$ cat config.mk
export PLATFORM = sky130hd
export DESIGN_NAME = terminal_request_encoder
export DESIGN_NICKNAME = d
export VERILOG_FILES = /design/src/rtl/terminal_request_encoder.sv
export SDC_FILE = /design/constraint.sdc
export NUM_CORES = 1
export LEC_CHECK = 0
export CAP_MARGIN = 20
export CORE_MARGIN = 2
export CORE_UTILIZATION = 56
export CTS_CLUSTER_SIZE = 20
export DETAILED_ROUTE_END_ITERATION = 6
export PLACE_DENSITY = 0.82
export SYNTH_ARGS = -nofsm -noshare
export SYNTH_HDL_FRONTEND = slang
export SYNTH_SLANG_ARGS = --single-unit
$ cat constraint.sdc
create_clock -name CLK -period 4.2 [get_ports CLK]
set_input_delay 1.05 -clock CLK [delete_from_list [all_inputs] [get_ports CLK]]
set_output_delay 1.05 -clock CLK [all_outputs]
set_load 0.1 [all_outputs]
$ cat src/rtl/terminal_request_encoder.sv
// terminal_request_encoder
// Turns a debounced SEND pushbutton press into a timed request on one of two
// terminal ports. Each press samples the switches once (LOAD), presents the
// request for HOLD_CYCLES cycles (HOLD) and then waits for the button to be
// released (WAIT_REL) before another press is accepted.
//
// Optional build macro: AUTO_CLEAR_EN. When defined, the request word HHx of
// the expiring terminal is cleared when its hold expires. When undefined, HHx
// keeps the last loaded word until that terminal is loaded again or reset.
//
// Handshake: VALIDx high means HHx/Bx carry a live request. There is no
// ready; the request is presented for exactly HOLD_CYCLES cycles and is not
// extended or queued. The FSM state is visible on state_dbg.
module terminal_request_encoder #(
  parameter int unsigned DEB_CYCLES  = 4,
  parameter int unsigned HOLD_CYCLES = 8
) (
  input  logic       CLK,
  input  logic       RST_N,
  input  logic [2:0] SW_PROF,
  input  logic       SW_FUNC,
  input  logic [1:0] SW_OPT,
  input  logic       SW_TERM,
  input  logic       SEND_N,
  output logic [3:0] HH0,
  output logic [3:0] HH1,
  output logic [1:0] B0,
  output logic [1:0] B1,
  output logic       VALID0,
  output logic       VALID1,
  output logic       BUSY,
  output logic [1:0] state_dbg
);

  typedef enum logic [1:0] {
    IDLE     = 2'd0,
    LOAD     = 2'd1,
    HOLD     = 2'd2,
    WAIT_REL = 2'd3
  } state_t;

  localparam logic [15:0] DEB_LAST  = 16'(DEB_CYCLES - 1);
  localparam logic [15:0] HOLD_LAST = 16'(HOLD_CYCLES - 1);

  state_t      state_q;
  state_t      state_d;
  logic        sync1;
  logic        sync2;
  logic [1:0]  flush_cnt;
  logic        stable;
  logic [15:0] deb_cnt;
  logic        armed;
  logic        press;
  logic [15:0] hold_cnt;
  logic        load_en;
  logic        expire;

  // Two-flop synchronizer for the asynchronous button; idles released (1).
  always_ff @(posedge CLK) begin
    if (!RST_N) begin
      sync1 <= 1'b1;
      sync2 <= 1'b1;
    end else begin
      sync1 <= SEND_N;
      sync2 <= sync1;
    end
  end

  // Counts the cycles until the synchronizer holds a real sample after reset.
  always_ff @(posedge CLK) begin
    if (!RST_N) begin
      flush_cnt <= 2'd0;
    end else if (flush_cnt != 2'd2) begin
      flush_cnt <= flush_cnt + 2'd1;
    end
  end

  // Debounce: the stable level follows sync2 only after DEB_CYCLES consecutive
  // differing samples. A press is flagged on an accepted 1->0 change, but only
  // once a genuine released level has been seen since reset, so a button held
  // through reset does not fire until it is released and pressed again.
  always_ff @(posedge CLK) begin
    if (!RST_N) begin
      stable  <= 1'b1;
      deb_cnt <= 16'd0;
      armed   <= 1'b0;
      press   <= 1'b0;
    end else begin
      press <= 1'b0;
      if (sync2 == stable) begin
        deb_cnt <= 16'd0;
      end else if (deb_cnt >= DEB_LAST) begin
        stable  <= sync2;
        deb_cnt <= 16'd0;
        press   <= stable & armed;
      end else begin
        deb_cnt <= deb_cnt + 16'd1;
      end
      if ((flush_cnt == 2'd2) && stable && sync2) begin
        armed <= 1'b1;
      end
    end
  end

  // FSM state register.
  always_ff @(posedge CLK) begin
    if (!RST_N) begin
      state_q <= IDLE;
    end else begin
      state_q <= state_d;
    end
  end

  // Next-state logic; presses outside IDLE are simply not looked at.
  always_comb begin
    state_d = state_q;
    load_en = 1'b0;
    expire  = 1'b0;
    case (state_q)
      IDLE: begin
        if (press) state_d = LOAD;
      end
      LOAD: begin
        load_en = 1'b1;
        state_d = HOLD;
      end
      HOLD: begin
        if (hold_cnt >= HOLD_LAST) begin
          expire  = 1'b1;
          state_d = WAIT_REL;
        end
      end
      WAIT_REL: begin
        if (stable) state_d = IDLE;
      end
      default: state_d = IDLE;
    endcase
  end

  // Hold timer: cleared on entry to HOLD, counts up and saturates at the limit.
  always_ff @(posedge CLK) begin
    if (!RST_N) begin
      hold_cnt <= 16'd0;
    end else if (load_en) begin
      hold_cnt <= 16'd0;
    end else if ((state_q == HOLD) && (hold_cnt < HOLD_LAST)) begin
      hold_cnt <= hold_cnt + 16'd1;
    end
  end

  // Output registers: load the selected terminal, release on expiry.
  always_ff @(posedge CLK) begin
    if (!RST_N) begin
      HH0    <= 4'b0000;
      HH1    <= 4'b0000;
      B0     <= 2'b11;
      B1     <= 2'b11;
      VALID0 <= 1'b0;
      VALID1 <= 1'b0;
    end else if (load_en) begin
      if (SW_TERM) begin
        HH1    <= {SW_PROF, SW_FUNC};
        B1     <= ~SW_OPT;
        VALID1 <= 1'b1;
      end else begin
        HH0    <= {SW_PROF, SW_FUNC};
        B0     <= ~SW_OPT;
        VALID0 <= 1'b1;
      end
    end else if (expire) begin
`ifdef AUTO_CLEAR_EN
      if (VALID0) HH0 <= 4'b0000;
      if (VALID1) HH1 <= 4'b0000;
`else
      HH0 <= HH0;
      HH1 <= HH1;
`endif
      VALID0 <= 1'b0;
      VALID1 <= 1'b0;
      B0     <= 2'b11;
      B1     <= 2'b11;
    end
  end

  assign BUSY      = (state_q != IDLE);
  assign state_dbg = state_q;

endmodule

==> impl_metrics.ini <==
[route]
drt_iter0_drc = 51
routed_wirelength_um = 3100
vias_per_cell = 4.75
ant_nets = 0
dr.pass1.iters = 4
drc = 0
vias = 1241
wire_per_inst_um = 11.9

[timing]
fin_skew_ns = 0.0139
hold_viol = 0
fin_crit_sh = 0.807
setup_viol = 0
finalMaxSlewViolations = 0
fmax_ghz = 0.295
tightestPinTransition_ns = 0.987
max-slew-margin-rel = 0.340
finalCriticalPeriod_ns = 3.39
tns_ns = 0
rsz0062_at_grt = false

[final_layout]
nNetsFinal = 232
final_util = 0.704
layout_commonest_cell = dfxtp_1
layout_common_cells = dfxtp_1 (55), clkdlybuf4s50_1 (26), nand2_1 (16), and2_1 (14), conb_1 (14)
antennaDiodeCount = 0
areaGrowthSynthToFinish_pct = 23.3
fillers = 252
final_cell_count_no_fill = 261
layout-drive-gt1-share = 0.0698
seq_area_mm2 = 0.00110
multi_input_area_um2 = 783

[synth]
synthAdderAreaFrac = 0.0533
yosysSeqAreaShare = 0.587
synth_top_family_by_area = simple AND/OR/NAND/NOR gates
synthFlopType = dfxtp_1
syn_avg_cell_area_um2 = 10.9
synthDistinctLibCells = 34
synth_compound_area_frac = 0.0660
synth_simple_gate_area_share = 0.213
netlist_area_mm2 = 0.00188
ys_ff_latch = 55
synth_warnings = 0
syn_inst = 172
synth_xor_area_frac = 0.0140
synth_edf_count = 0
async_reset_ff_frac = 0
synth.area.mux_share = 0.0427

[placement]
globalplace.congestion = 0.710
placement.io_buffers = 26
dp_cells = 253
dp_hpwl_um = 2290

[cts]
cts_sinks = 55
worstSkewPairLatency_ns = 0.37
cts_root_buf = clkbuf_4
postCtsHoldBufs = 0
numCtsBuffers = 5
cts-resized-gates = 0
cts_max_level = 2
post_cts_buffers = 0
cts_buffer_depth = 2
cts_tree = yes
clkTransAtPathRegs_ns = 0.15

[floorplanning]
initial_core_util = 0.571
fp.dieH_um = 61.9
io_pins = 27
die_w_um = 61.9
dieArea_mm2 = 0.00383
num_rows = 21
core_area_mm2 = 0.00328

[global_route]
grt_max_degree = 26
grt_pass1_vias = 1162
antenna_found_initial = 0
gr-total-overflow = 0
grt_pass1_wl_um = 4980
track_usage = 0.185

[critical_path]
crit_path_end_kind = primary output
critPathKind = reg -> out
critical_path_arrival_ns = 2.34
startpoint_type = flop
critPathMaxFanout = 5
required_ns = 3.15

[status]
status = finished clean

[run]
cap_violations = 0

[power]
ir_drop_v = 0.000350
leakagePower_uw = 0.000905
p_per_area_mw_per_mm2 = 481

[worst_hold_path]
hold_path_class = reg -> reg
flip-flops by register name, indices dropped and copies added (netlist names):
signal / count
sync1: 1
press: 1
deb_cnt: 16
state_dbg: 2
hold_cnt: 16
B0: 2
flush_cnt: 2
VALID1: 1
HH1: 4
B1: 2
VALID0: 1
HH0: 4
sync2: 1
armed: 1
stable: 1
cell families after synthesis:
| kind of cell | count (synthesis) |
|---|---|
| AO/OA/AOI/OAI | 17 |
| XOR/XNOR | 3 |
| adder cells (fa/ha/maj) | 8 |
| buffers and inverters | 11 |
| flip-flops | 55 |
| multiplexers | 8 |
| other | 1 |
| AND/OR/NAND/NOR | 69 |
stage by stage:
stage | cell area (um2) | hold slack (ns) | setup WS (ns) | total power [uW]
global placement | 2230 | 0.396 | 1.29 | 831
finish | 2310 | 0.432 | 0.811 | 1110
CTS | 2310 | 0.436 | 0.788 | 1120
detailed placement | 2230 | 0.401 | 1.24 | 840
floorplan | 1930 | 0.386 | 1.12 | 780
global route | 2310 | 0.458 | 0.688 | 1170
path summary, 6_finish.rpt:
kind	cells past startpoint	startpoint	slack, ns	end
setup / recovery	4	state_dbg[0]	0.81	BUSY
hold / removal	1	sync1	0.43	sync2
setup reg to reg	6	state_dbg[0]	2.28	hold_cnt[1]
hold reg to reg	1	sync1	0.43	sync2
critical path: stages, from the launching register on:
cell and delay (ns):
dfxtp_1 0.44, inv_1 0.11, ha_1 0.21, inv_1 0.08, clkdlybuf4s50_1 1.13
power breakdown:
| group | switching (uW) | internal [uW] | leakage (uW) |
|---|---|---|---|
| combinational | 179 | 77.5 | 0.000410 |
| clock | 159 | 126 | 0.0000452 |
| sequential | 17.5 | 554 | 0.000450 |
| total | 355 | 757 | 0.000905 |
Yosys cell counts, types with 2 or more instances:
master,count,area (um2)
xnor2_1,2,17.5
o21ai_0,2,10.0
ha_1,8,100
o31a_1,4,35.0
mux2i_1,8,80.1
nor2b_1,7,43.8
nand3_1,4,20.0
clkbuf_1,5,18.8
nor3_1,3,15.0
nor4_1,3,18.8
nand2_1,16,60.1
inv_1,6,22.5
nand2b_1,4,25.0
dfxtp_1,55,1100
and2_1,14,87.6
nor2_1,9,33.8
or4_4,2,22.5
a21boi_0,4,30.0
final cells by class:
type,instances,area share
flip-flops and latches,55,0.476
multi-input cells,119,0.339
repair buffers,27,0.116
well taps,46,0.0249
clock inverters,3,0.0189
clock buffers,5,0.0162
inverters,6,0.00973
metal layers:
metal / global-route usage / vias up / wire length [um]
met3: 0.0683 / 4 / 73
li1: - / 646 / -
met2: 0.287 / 9 / 1520
met1: 0.223 / 582 / 1450
met5: 0 / - / 0
met4: 0.100 / 0 / 59
Power figures use the tool's default switching activity.
